**config.mk**
```make
export PLATFORM = sky130hd
export DESIGN_NAME = uart_rx
export DESIGN_NICKNAME = d
export VERILOG_FILES = /design/src/rtl/uart_pkg.sv /design/src/rtl/os_tick_detect.sv /design/src/rtl/uart_rx.sv
export SDC_FILE = /design/constraint.sdc
export NUM_CORES = 1
export LEC_CHECK = 0
export ABC_CLOCK_PERIOD_IN_PS = 3600
export CAP_MARGIN = 10
export CORE_MARGIN = 2
export CORE_UTILIZATION = 45
export CTS_CLUSTER_SIZE = 30
export DETAILED_ROUTE_END_ITERATION = 10
export PLACE_DENSITY = 0.78
export SLEW_MARGIN = 15
export SYNTH_ARGS = -nofsm -noshare
export SYNTH_HDL_FRONTEND = slang
export SYNTH_HIERARCHICAL = 1
export SYNTH_SLANG_ARGS = --single-unit
```
**constraint.sdc**
```tcl
create_clock -name clk_in -period 3.6 [get_ports clk_in]
set_clock_uncertainty 0.2 [all_clocks]
set_input_delay 1.08 -clock clk_in [delete_from_list [all_inputs] [get_ports clk_in]]
set_output_delay 1.08 -clock clk_in [all_outputs]
set_load 0.05 [all_outputs]
```
**src/rtl/uart_pkg.sv**
```systemverilog
// uart_pkg: shared FSM encoding and default frame constants for the UART blocks
package uart_pkg;
    typedef enum logic [2:0] {IDLE, START, DATA, PARITY, STOP} state_t;
    localparam int DEF_OVERSAMPLING = 8;
    localparam int DEF_DATA_BITS    = 8;
endpackage

```
**src/rtl/os_tick_detect.sv**
```systemverilog
// os_tick_detect: registered rising-edge detector turning the oversample level into a one-cycle tick
module os_tick_detect (
    input  logic clk_in,
    input  logic nrst_in,
    input  logic os_clk_in,
    output logic tick_out
);
    logic r_prev;
    logic r_tick;
    // previous level resets high so an already-high os_clk after reset produces no tick
    always_ff @(posedge clk_in) begin
        if (!nrst_in) begin
            r_prev <= 1'b1;
            r_tick <= 1'b0;
        end else begin
            r_prev <= os_clk_in;
            r_tick <= os_clk_in & ~r_prev;
        end
    end
    assign tick_out = r_tick;
endmodule

```
**src/rtl/uart_rx.sv**
```systemverilog
// uart_rx: oversampled UART receiver recovering 8N1 (optional parity) frames into bytes
module uart_rx
    import uart_pkg::*;
#(
    parameter int DATA_BITS    = DEF_DATA_BITS,
    parameter int OVERSAMPLING = DEF_OVERSAMPLING,
    parameter int PARITY_EN    = 0,
    parameter int PARITY_ODD   = 0
) (
    input  logic                 clk_in,
    input  logic                 nrst_in,
    input  logic                 os_clk_in,
    input  logic                 rx_in,
    output logic [DATA_BITS-1:0] data_out,
    output logic                 valid_out,
    output logic                 frame_err_out,
    output logic                 parity_err_out,
    output logic                 busy_out
);
    localparam int CW = $clog2(OVERSAMPLING);
    localparam int BW = $clog2(DATA_BITS + 1);
    localparam logic [CW-1:0] OS_LAST = CW'(OVERSAMPLING - 1);
    localparam logic [CW-1:0] OS_HALF = CW'(OVERSAMPLING / 2 - 1);
    localparam logic [BW-1:0] BIT_LAST = BW'(DATA_BITS - 1);
    logic                 w_tick;
    logic                 w_at_last;
    logic                 w_at_half;
    state_t               w_next;
    state_t               r_state;
    logic                 r_rx_meta;
    logic                 r_rx_s;
    logic [CW-1:0]        r_os_cnt;
    logic [BW-1:0]        r_bit_cnt;
    logic [DATA_BITS-1:0] r_shift;
    logic                 r_par_err;
    logic                 r_armed;
    logic [DATA_BITS-1:0] r_data;
    logic                 r_valid;
    logic                 r_ferr;
    logic                 r_perr;
    logic                 r_busy;

    os_tick_detect u_tick (
        .clk_in   (clk_in),
        .nrst_in  (nrst_in),
        .os_clk_in(os_clk_in),
        .tick_out (w_tick)
    );

    assign w_at_last = r_os_cnt == OS_LAST;
    assign w_at_half = r_os_cnt == OS_HALF;

    // next-state decode; the FSM only moves on oversample ticks
    always_comb begin
        w_next = r_state;
        if (w_tick) begin
            case (r_state)
                IDLE:    w_next = (!r_rx_s && r_armed) ? START : IDLE;
                START:   w_next = w_at_half ? (r_rx_s ? IDLE : DATA) : START;
                DATA:    w_next = (w_at_last && r_bit_cnt == BIT_LAST) ? (PARITY_EN != 0 ? PARITY : STOP) : DATA;
                PARITY:  w_next = w_at_last ? STOP : PARITY;
                STOP:    w_next = w_at_last ? IDLE : STOP;
                default: w_next = IDLE;
            endcase
        end
    end

    // synchroniser, state, counters, shift register and registered outputs
    always_ff @(posedge clk_in) begin
        if (!nrst_in) begin
            r_rx_meta <= 1'b1;
            r_rx_s    <= 1'b1;
            r_state   <= IDLE;
            r_os_cnt  <= '0;
            r_bit_cnt <= '0;
            r_shift   <= '0;
            r_par_err <= 1'b0;
            r_armed   <= 1'b1;
            r_data    <= '0;
            r_valid   <= 1'b0;
            r_ferr    <= 1'b0;
            r_perr    <= 1'b0;
            r_busy    <= 1'b0;
        end else begin
            r_rx_meta <= rx_in;
            r_rx_s    <= r_rx_meta;
            r_state   <= w_next;
            r_busy    <= w_next != IDLE;
            r_valid   <= 1'b0;
            if (w_tick) begin
                if (r_rx_s) r_armed <= 1'b1;
                case (r_state)
                    IDLE: r_os_cnt <= '0;
                    START: begin
                        r_os_cnt <= w_at_half ? '0 : r_os_cnt + 1'b1;
                        if (w_at_half) r_bit_cnt <= '0;
                    end
                    default: begin
                        r_os_cnt <= w_at_last ? '0 : r_os_cnt + 1'b1;
                        if (w_at_last && r_state == DATA) begin
                            r_shift   <= {r_rx_s, r_shift[DATA_BITS-1:1]};
                            r_bit_cnt <= r_bit_cnt + 1'b1;
                        end
                        if (w_at_last && r_state == PARITY) r_par_err <= (^r_shift ^ r_rx_s) != PARITY_ODD[0];
                        if (w_at_last && r_state == STOP) begin
                            r_data  <= r_shift;
                            r_ferr  <= ~r_rx_s;
                            r_perr  <= (PARITY_EN != 0) && r_par_err;
                            r_valid <= 1'b1;
                            if (!r_rx_s) r_armed <= 1'b0;
                        end
                    end
                endcase
            end
        end
    end

    assign data_out       = r_data;
    assign valid_out      = r_valid;
    assign frame_err_out  = r_ferr;
    assign parity_err_out = r_perr;
    assign busy_out       = r_busy;
endmodule

```
==> results of run 1 <==
==> stage by stage <==
step | power [uW] | utilization (%) | cell area, sq um
floorplan | 425 | - | 1490
global placement | 432 | 53.1 | 1650
detailed placement | 434 | 53.1 | 1650
CTS | 653 | 55.0 | 1710
global route | 667 | 55.0 | 1710
finish | 644 | 55.0 | 1710
==> metal layers <==
layer	track usage (%)	vias to the layer above	routed length, um
met5	0	-	0
met4	9.12	0	54
met3	5.67	4	79
met2	26.3	15	1240
met1	20.1	507	1180
li1	-	537	-
==> power by group <==
part | switching, uW | internal [uW] | total (uW)
Clock | 124 | 94.6 | 218
Sequential | 8.53 | 381 | 389
Combinational | 21.7 | 14.4 | 36.1
Total | 154 | 490 | 644
==> sequential cells by signal, summed over array words and instances, names as in the netlist <==
signal	flops
valid_out	1
r_os_cnt	3
r_state	3
frame_err_out	1
data_out	8
r_rx_s	1
r_shift	8
u_tick/r_prev	1
u_tick/tick_out	1
busy_out	1
r_bit_cnt	4
r_armed	1
r_rx_meta	1
==> worst max path at each step <==
stage | from | endpoint | slack, ns
final | data_out[1] | data_out[1] | 0.84
after global routing | data_out[1] | data_out[1] | 0.75
after detailed placement | nrst_in | r_bit_cnt[0] | 0.87
after global placement | nrst_in | data_out[0] | 0.90
after CTS | data_out[1] | data_out[1] | 0.81
after floorplan | r_os_cnt[0] | data_out[1] | 1.71
==> kinds of logic after synthesis <==
family	Yosys count	share of synthesized area (%)
simple gates	52	20.9
flops	34	45.6
compound gates	19	9.13
mux	19	12.8
buf+inv	15	5.36
fa+ha+maj	5	4.19
xor+xnor	3	1.76
other cells	1	0.251
==> layout make-up <==
| class | count | area share (%) |
|---|---|---|
| sequential | 34 | 39.9 |
| inverter | 8 | 1.76 |
| clock buffer | 7 | 3.23 |
| multi-input combinational | 99 | 43.0 |
| timing repair buffer | 15 | 8.65 |
| tap | 44 | 3.23 |
| clock inverter | 1 | 0.293 |
==> cells in the final DEF, fill, tap and decap left out, types with 2 or more instances in the layout <==
master / n
sky130_fd_sc_hd__dfxtp_1: 34
sky130_fd_sc_hd__nor2_1: 26
sky130_fd_sc_hd__mux2i_1: 18
sky130_fd_sc_hd__clkdlybuf4s50_1: 14
sky130_fd_sc_hd__inv_1: 8
sky130_fd_sc_hd__nand2b_1: 5
sky130_fd_sc_hd__ha_1: 5
sky130_fd_sc_hd__clkbuf_4: 5
sky130_fd_sc_hd__nand2_1: 3
sky130_fd_sc_hd__nor3_1: 3
sky130_fd_sc_hd__a31oi_1: 3
sky130_fd_sc_hd__a211oi_1: 3
sky130_fd_sc_hd__xnor2_1: 3
sky130_fd_sc_hd__nand3_1: 2
sky130_fd_sc_hd__and3b_1: 2
==> Yosys cell counts, types with 2 or more instances <==
| cell | number |
|---|---|
| sky130_fd_sc_hd__nand2_1 | 3 |
| sky130_fd_sc_hd__nand3_1 | 2 |
| sky130_fd_sc_hd__a31oi_1 | 3 |
| sky130_fd_sc_hd__nor2_1 | 26 |
| sky130_fd_sc_hd__and3b_1 | 2 |
| sky130_fd_sc_hd__buf_6 | 2 |
| sky130_fd_sc_hd__dfxtp_1 | 34 |
| sky130_fd_sc_hd__clkbuf_1 | 2 |
| sky130_fd_sc_hd__xnor2_1 | 3 |
| sky130_fd_sc_hd__buf_4 | 2 |
| sky130_fd_sc_hd__nand2b_1 | 5 |
| sky130_fd_sc_hd__nor3_1 | 3 |
| sky130_fd_sc_hd__a211oi_1 | 3 |
| sky130_fd_sc_hd__inv_1 | 8 |
| sky130_fd_sc_hd__mux2i_1 | 18 |
| sky130_fd_sc_hd__ha_1 | 5 |
==> impl_results.html, run 1 <==
<table>
<tr><th>Metric</th><th>Value</th></tr>
<tr><th colspan="2">Finish</th></tr>
<tr><td>Filler cells</td><td>approximately 300</td></tr>
<tr><td>Non-Filler Instances</td><td>208</td></tr>
<tr><td>Area delta synth-&gt;final</td><td>14.2%</td></tr>
<tr><td>Share of cells above drive strength 1</td><td>9.15%</td></tr>
<tr><td>Number of nets at the end of the flow</td><td>172</td></tr>
<tr><td>Area taken by flip-flops and latches</td><td>between 600 and 700 sq um</td></tr>
<tr><td>Antenna Cells</td><td>0</td></tr>
<tr><td>Footprint of the multi-input gates</td><td>between 700 and 800 sq um</td></tr>
<tr><th colspan="2">Clock network</th></tr>
<tr><td>Post-CTS setup-driven buffer insertion count</td><td>0</td></tr>
<tr><td>Clock tree from TritonCTS</td><td>yes</td></tr>
<tr><td>Number of hold buffers added after CTS</td><td>0</td></tr>
<tr><td>CTS sink count</td><td>34</td></tr>
<tr><td>Library cell used as clock root buffer</td><td>sky130_fd_sc_hd__clkbuf_4</td></tr>
<tr><td>Maximum level of the CTS H-tree</td><td>2</td></tr>
<tr><td>CTS-repair resized insts</td><td>0</td></tr>
<tr><td>Clock-pin slew of the registers on the worst-case setup and hold paths</td><td>0.10 ns</td></tr>
<tr><td>Number of buffers created by CTS</td><td>5</td></tr>
<tr><td>Clock latency reported for the late side of the worst-skew pair</td><td>0.34 ns</td></tr>
<tr><td>Max Buffers Root-to-Sink</td><td>2</td></tr>
<tr><th colspan="2">Critical path</th></tr>
<tr><td>R2R setup slack</td><td>1.17 ns</td></tr>
<tr><td>Category of the worst setup path launch point</td><td>flip-flop</td></tr>
<tr><td>Startpoint of the most critical register-to-register path</td><td>r_os_cnt[0]</td></tr>
<tr><td>Required time reported for the critical path endpoint</td><td>2.32 ns</td></tr>
<tr><td>Critical-path top delay cell</td><td>sky130_fd_sc_hd__clkdlybuf4s50_1</td></tr>
<tr><td>Endpoint of the worst register-to-register path</td><td>data_out[5]</td></tr>
<tr><td>Delay of the slowest critical-path stage</td><td>0.80 ns</td></tr>
<tr><td>Kind of end point of the critical path</td><td>output pin</td></tr>
<tr><td>Largest delay share family, worst path</td><td>buffers and inverters</td></tr>
<tr><td>CP Max Fanout</td><td>2</td></tr>
<tr><td>Classification of the worst setup path</td><td>reg -&gt; out</td></tr>
<tr><td>Number of gates on the worst path with buffers counted</td><td>1</td></tr>
<tr><td>Worst Path Buf+Inv</td><td>1</td></tr>
<tr><td>Critical Path, Cell by Cell</td><td>clkdlybuf4s50_1</td></tr>
<tr><td>Worst R2R Path Depth</td><td>6</td></tr>
<tr><td>WP data arrival</td><td>about 1.5 ns</td></tr>
<tr><th colspan="2">Yosys</th></tr>
<tr><td>Post-synth cell types</td><td>43</td></tr>
<tr><td>Post-synthesis async set-or-reset flop share</td><td>0%</td></tr>
<tr><td>Number of flops mapped to enable cells by yosys</td><td>0</td></tr>
<tr><td>Synth Instances</td><td>148</td></tr>
<tr><td>Avg Inst Size Synth</td><td>10.1 sq um</td></tr>
<tr><td>Most common flop cell mapped by yosys</td><td>sky130_fd_sc_hd__dfxtp_1</td></tr>
<tr><td>Most area-hungry cell type in the Yosys netlist</td><td>sky130_fd_sc_hd__dfxtp_1</td></tr>
<tr><td>Dominant cells by area after synthesis</td><td>sky130_fd_sc_hd__dfxtp_1 (46%), sky130_fd_sc_hd__mux2i_1 (12%), sky130_fd_sc_hd__nor2_1 (6.5%)</td></tr>
<tr><td>Area share of the largest cell type after synthesis</td><td>between 40% and 50%</td></tr>
<tr><td>Syn_nets</td><td>157</td></tr>
<tr><td>Sequential area share after synthesis</td><td>a little under half</td></tr>
<tr><td>Synthesis warning total</td><td>6</td></tr>
<tr><td>Total standard cell area after synthesis</td><td>1490 sq um</td></tr>
<tr><td>Number of storage elements in the synthesis netlist</td><td>34</td></tr>
<tr><th colspan="2">Place</th></tr>
<tr><td>Final weighted congestion in routability-driven placement</td><td>slightly below 0.8</td></tr>
<tr><td>HPWL after detailed placement</td><td>1.78 mm</td></tr>
<tr><td>Port-buffer cells</td><td>14</td></tr>
<tr><td>Worst slack at placement</td><td>0.867 ns</td></tr>
<tr><td>Placed cell count</td><td>200</td></tr>
<tr><th colspan="2">STA</th></tr>
<tr><td>Aggregate negative setup slack</td><td>0 ns</td></tr>
<tr><td>Tightest hold margin</td><td>0.239 ns</td></tr>
<tr><td>Final hold viol count</td><td>0</td></tr>
<tr><td>Number of endpoints failing setup at the final stage</td><td>0</td></tr>
<tr><td>Ratio of final minimum period to clock period</td><td>76.7%</td></tr>
<tr><td>Peak clock frequency supported by timing</td><td>about 360 MHz</td></tr>
<tr><td>Max-slew violation count</td><td>0</td></tr>
<tr><td>Smallest setup slack after layout</td><td>0.839 ns</td></tr>
<tr><td>Min cycle time layout</td><td>2.76 ns</td></tr>
<tr><td>RSZ-0062 raised after global routing</td><td>no</td></tr>
<tr><td>Max transition margin</td><td>43.5%</td></tr>
<tr><td>Slew @ Worst Pin</td><td>0.844 ns</td></tr>
<tr><th colspan="2">Die</th></tr>
<tr><td>Top-level port count</td><td>16</td></tr>
<tr><td>Area enclosed by the die boundary</td><td>3800 sq um</td></tr>
<tr><td>DIE HEIGHT</td><td>61.6 um</td></tr>
<tr><td>Width of the die</td><td>61.6 um</td></tr>
<tr><td>Standard-cell rows</td><td>20</td></tr>
<tr><td>Placeable core region</td><td>a little over 3000 sq um</td></tr>
<tr><td>Starting density of the core</td><td>48.1%</td></tr>
<tr><th colspan="2">Power</th></tr>
<tr><td>Leakage power of the design</td><td>0.000632 uW</td></tr>
<tr><td>Worst ir drop on vdd</td><td>0.000238 V</td></tr>
<tr><td>Power density of the placed cells</td><td>between 300 and 400 nW/um^2</td></tr>
<tr><th colspan="2">Route</th></tr>
<tr><td>Overall routed net length</td><td>2.55 mm</td></tr>
<tr><td>Violation count after the first detailed-routing iteration</td><td>16</td></tr>
<tr><td>Detailed-routing iteration count for the pre-antenna-repair pass</td><td>4</td></tr>
<tr><td>Routed len/inst</td><td>12.3 um</td></tr>
<tr><td>Per-cell via count in the routed design</td><td>5.11</td></tr>
<tr><td>Antenna violation net count after detailed routing</td><td>0</td></tr>
<tr><td>Routed vias</td><td>1,063</td></tr>
<tr><td>Post-detailed-route DRC marker count</td><td>0</td></tr>
<tr><th colspan="2">Global routing</th></tr>
<tr><td>Wire length of the first global-routing pass</td><td>4.53 mm</td></tr>
<tr><td>GRT Overall Usage</td><td>16.7%</td></tr>
<tr><td>Pin count of the biggest net entering global routing</td><td>21</td></tr>
<tr><td>Vias in the first global route</td><td>a little over 1,000</td></tr>
<tr><td>Remaining global-route overflow</td><td>0</td></tr>
<tr><td>Initial antenna violation count</td><td>0</td></tr>
<tr><th colspan="2">Min path</th></tr>
<tr><td>Worst hold path stage count</td><td>1</td></tr>
<tr><td>Worst-case hold path end point</td><td>r_rx_s</td></tr>
<tr><td>Class of the most critical hold timing path</td><td>reg -&gt; reg</td></tr>
<tr><td>Hold wc startpoint</td><td>r_rx_meta</td></tr>
<tr><th colspan="2">Outcome</th></tr>
<tr><td>Run status</td><td>finished, final reports clean</td></tr>
<tr><th colspan="2">Job</th></tr>
<tr><td>Total of max-cap violations</td><td>0</td></tr>
</table>
No activity file was read; power rests on OpenSTA's default activity.
==> run 2: changes to the inputs <==
--- a/config.mk
+++ b/config.mk
@@ -5,7 +5,7 @@
 export SDC_FILE = /design/constraint.sdc
 export NUM_CORES = 1
 export LEC_CHECK = 0
-export ABC_CLOCK_PERIOD_IN_PS = 3600
+export ABC_CLOCK_PERIOD_IN_PS = 2800
 export CAP_MARGIN = 10
 export CORE_MARGIN = 2
 export CORE_UTILIZATION = 45
==> constraint.sdc (replaced) <==
create_clock -name clk_in -period 2.8 [get_ports clk_in]
set_clock_uncertainty 0.2 [all_clocks]
set_input_delay 0.84 -clock clk_in [delete_from_list [all_inputs] [get_ports clk_in]]
set_output_delay 0.84 -clock clk_in [all_outputs]
set_load 0.05 [all_outputs]
==> run 2 against run 1 <==
  * Final cell count is 0.48% higher
  * Clock power is 8% higher
  * Flip-flop and latch count stayed put
  * Non-clock buffer count is 2 higher
  * First-iteration DRC count is 13% lower
  * Critical path depth stayed put
==> impl_results.html, run 2 (same netlist as run 1, synthesis figures left out) <==
<table>
<tr><th>Metric</th><th>Value</th></tr>
<tr><th colspan="2">Clock network</th></tr>
<tr><td>CTS sink count</td><td>34 (unchanged)</td></tr>
<tr><td>Number of buffers created by CTS</td><td>5 (unchanged)</td></tr>
<tr><td>Clock tree from TritonCTS</td><td>yes</td></tr>
<tr><td>Maximum level of the CTS H-tree</td><td>2 (unchanged)</td></tr>
<tr><td>CTS-repair resized insts</td><td>0 (unchanged)</td></tr>
<tr><td>Library cell used as clock root buffer</td><td>sky130_fd_sc_hd__clkbuf_4</td></tr>
<tr><td>Clock latency reported for the late side of the worst-skew pair</td><td>0.31 ns (-0.03 ns)</td></tr>
<tr><td>Post-CTS setup-driven buffer insertion count</td><td>0 (unchanged)</td></tr>
<tr><td>Clock-pin slew of the registers on the worst-case setup and hold paths</td><td>0.10 ns (about the same)</td></tr>
<tr><td>Max Buffers Root-to-Sink</td><td>2 (unchanged)</td></tr>
<tr><td>Number of hold buffers added after CTS</td><td>0 (unchanged)</td></tr>
<tr><th colspan="2">STA</th></tr>
<tr><td>Aggregate negative setup slack</td><td>0 ns (unchanged)</td></tr>
<tr><td>Number of endpoints failing setup at the final stage</td><td>0 (unchanged)</td></tr>
<tr><td>Ratio of final minimum period to clock period</td><td>89.7%</td></tr>
<tr><td>Slew @ Worst Pin</td><td>0.608 ns (-0.235 ns)</td></tr>
<tr><td>Max-slew violation count</td><td>0 (unchanged)</td></tr>
<tr><td>Max transition margin</td><td>59.4% (+16 points)</td></tr>
<tr><td>Peak clock frequency supported by timing</td><td>398 MHz</td></tr>
<tr><td>Min cycle time layout</td><td>2.51 ns</td></tr>
<tr><td>Final hold viol count</td><td>0 (unchanged)</td></tr>
<tr><td>RSZ-0062 raised after global routing</td><td>no</td></tr>
<tr><th colspan="2">Die</th></tr>
<tr><td>Starting density of the core</td><td>48.1% (unchanged)</td></tr>
<tr><td>Placeable core region</td><td>3100 sq um (unchanged)</td></tr>
<tr><td>Top-level port count</td><td>16 (unchanged)</td></tr>
<tr><td>Standard-cell rows</td><td>20 (unchanged)</td></tr>
<tr><td>DIE HEIGHT</td><td>61.6 um (unchanged)</td></tr>
<tr><td>Area enclosed by the die boundary</td><td>3800 sq um (unchanged)</td></tr>
<tr><td>Width of the die</td><td>61.6 um (unchanged)</td></tr>
<tr><th colspan="2">Route</th></tr>
<tr><td>Routed len/inst</td><td>12.2 um (-0.32%)</td></tr>
<tr><td>Post-detailed-route DRC marker count</td><td>0 (unchanged)</td></tr>
<tr><td>Overall routed net length</td><td>2.55 mm (+0.16%)</td></tr>
<tr><td>Violation count after the first detailed-routing iteration</td><td>14 (-2)</td></tr>
<tr><td>Detailed-routing iteration count for the pre-antenna-repair pass</td><td>4 (unchanged)</td></tr>
<tr><td>Routed vias</td><td>1,064 (+0.094%)</td></tr>
<tr><td>Per-cell via count in the routed design</td><td>5.09 (-0.38%)</td></tr>
<tr><td>Antenna violation net count after detailed routing</td><td>0 (unchanged)</td></tr>
<tr><th colspan="2">Power</th></tr>
<tr><td>Worst ir drop on vdd</td><td>0.000410 V (+73%)</td></tr>
<tr><td>Leakage power of the design</td><td>0.000639 uW (+1.0%)</td></tr>
<tr><td>Power density of the placed cells</td><td>458 nW/um^2 (+22%)</td></tr>
<tr><th colspan="2">Job</th></tr>
<tr><td>Total of max-cap violations</td><td>0 (unchanged)</td></tr>
<tr><th colspan="2">Critical path</th></tr>
<tr><td>Largest delay share family, worst path</td><td>buffers and inverters</td></tr>
<tr><td>WP data arrival</td><td>1.47 ns (about the same)</td></tr>
<tr><td>Startpoint of the most critical register-to-register path</td><td>r_os_cnt[0]</td></tr>
<tr><td>Required time reported for the critical path endpoint</td><td>1.76 ns (-0.56 ns)</td></tr>
<tr><td>Kind of end point of the critical path</td><td>output pin</td></tr>
<tr><td>Launch point of the critical path</td><td>data_out[5]</td></tr>
<tr><td>Classification of the worst setup path</td><td>reg -&gt; out</td></tr>
<tr><td>Delay of the slowest critical-path stage</td><td>0.81 ns (about the same)</td></tr>
<tr><td>CP Max Fanout</td><td>2 (unchanged)</td></tr>
<tr><td>Worst Path Buf+Inv</td><td>1 (unchanged)</td></tr>
<tr><td>Critical-path top delay cell</td><td>sky130_fd_sc_hd__clkdlybuf4s50_1</td></tr>
<tr><td>Category of the worst setup path launch point</td><td>flip-flop</td></tr>
<tr><td>Critical Path, Cell by Cell</td><td>clkdlybuf4s50_1</td></tr>
<tr><th colspan="2">Finish</th></tr>
<tr><td>Area delta synth-&gt;final</td><td>14.4%</td></tr>
<tr><td>Most used cells in the layout excluding fill and tap cells</td><td>sky130_fd_sc_hd__dfxtp_1 (34), sky130_fd_sc_hd__nor2_1 (26), sky130_fd_sc_hd__mux2i_1 (18), sky130_fd_sc_hd__clkdlybuf4s50_1 (14), sky130_fd_sc_hd__inv_1 (8)</td></tr>
<tr><td>Cell area after layout</td><td>1710 sq um (+0.15%)</td></tr>
<tr><td>Number of nets at the end of the flow</td><td>174 (+1.2%)</td></tr>
<tr><td>Antenna Cells</td><td>0 (unchanged)</td></tr>
<tr><td>Filler cells</td><td>293 (-1.7%)</td></tr>
<tr><td>Share of cells above drive strength 1</td><td>10.3% (+1.2 points)</td></tr>
<tr><td>Commonest non-fill, non-tap cell in the layout</td><td>sky130_fd_sc_hd__dfxtp_1</td></tr>
<tr><th colspan="2">Place</th></tr>
<tr><td>Instance area after placement</td><td>1660 sq um (+0.91%)</td></tr>
<tr><td>Port-buffer cells</td><td>14 (unchanged)</td></tr>
<tr><td>HPWL after detailed placement</td><td>1.88 mm (+5.6%)</td></tr>
<tr><td>Final weighted congestion in routability-driven placement</td><td>0.799 (+2.4%)</td></tr>
<tr><th colspan="2">Global routing</th></tr>
<tr><td>Remaining global-route overflow</td><td>0 (unchanged)</td></tr>
<tr><td>Pin count of the biggest net entering global routing</td><td>16 (-24%)</td></tr>
<tr><td>Wire length of the first global-routing pass</td><td>4.55 mm (+0.46%)</td></tr>
<tr><td>Vias in the first global route</td><td>1,050 (+2.4%)</td></tr>
<tr><td>GRT Overall Usage</td><td>16.2% (-0.53 points)</td></tr>
<tr><td>Initial antenna violation count</td><td>0 (unchanged)</td></tr>
<tr><th colspan="2">Outcome</th></tr>
<tr><td>Run status</td><td>finished, final reports clean</td></tr>
<tr><th colspan="2">Min path</th></tr>
<tr><td>Class of the most critical hold timing path</td><td>reg -&gt; reg</td></tr>
<tr><td>Hold wc startpoint</td><td>r_rx_meta</td></tr>
</table>
==> run 2: cell count changes in the layout (fill, tap and decap cells not counted), sizes merged <==
cell    before  now
clkinv       1    2
clkbuf       7    5
buf          1    3
==> run 2: layout make-up <==
class	count	area, sq um	share of cell area [%]
clock inverters	2	10.0	0.586
well taps	44	55.1	3.22
clock buffers	5	37.5	2.20
repair buffers	17	163	9.52
inverters	8	30.0	1.76
multi-input cells	99	733	42.9
flip-flops and latches	34	681	39.8
==> run 2: through the flow <==
stage	setup WS, ns	utilization (%)	std cells	hold slack [ns]	total power, uW
4_1_cts	0.265	55.1	209	0.237	796
6_report	0.287	55.1	209	0.230	783
2_1_floorplan	0.913	-	148	0.186	547
3_5_place_dp	0.461	53.5	202	0.207	558
5_1_grt	0.225	55.1	209	0.264	821
3_3_place_gp	0.493	53.5	202	0.202	557
==> run 2: worst paths after layout <==
kind	to	depth (start not counted)	slack, ns
worst max-delay path	data_out[5]	1	0.29
worst min-delay path	r_rx_s	1	0.23
worst max register to register	data_out[2]	7	0.57
worst min register to register	r_rx_s	1	0.23
==> run 2: per-layer routing <==
metal  vias to the layer above  part of all wire, %  global-route usage [%]
met5                         -                    0                       0
met2                        11                   52                    28.7
met1                       512                   46                    18.4
li1                        539                    -                       -
met3                         2                  2.3                    5.04
met4                         0                 0.47                    5.47
==> run 2: power breakdown <==
part           internal, uW  switching [uW]
sequential              490            8.99
combinational          18.9            29.5
clock                  90.2             146
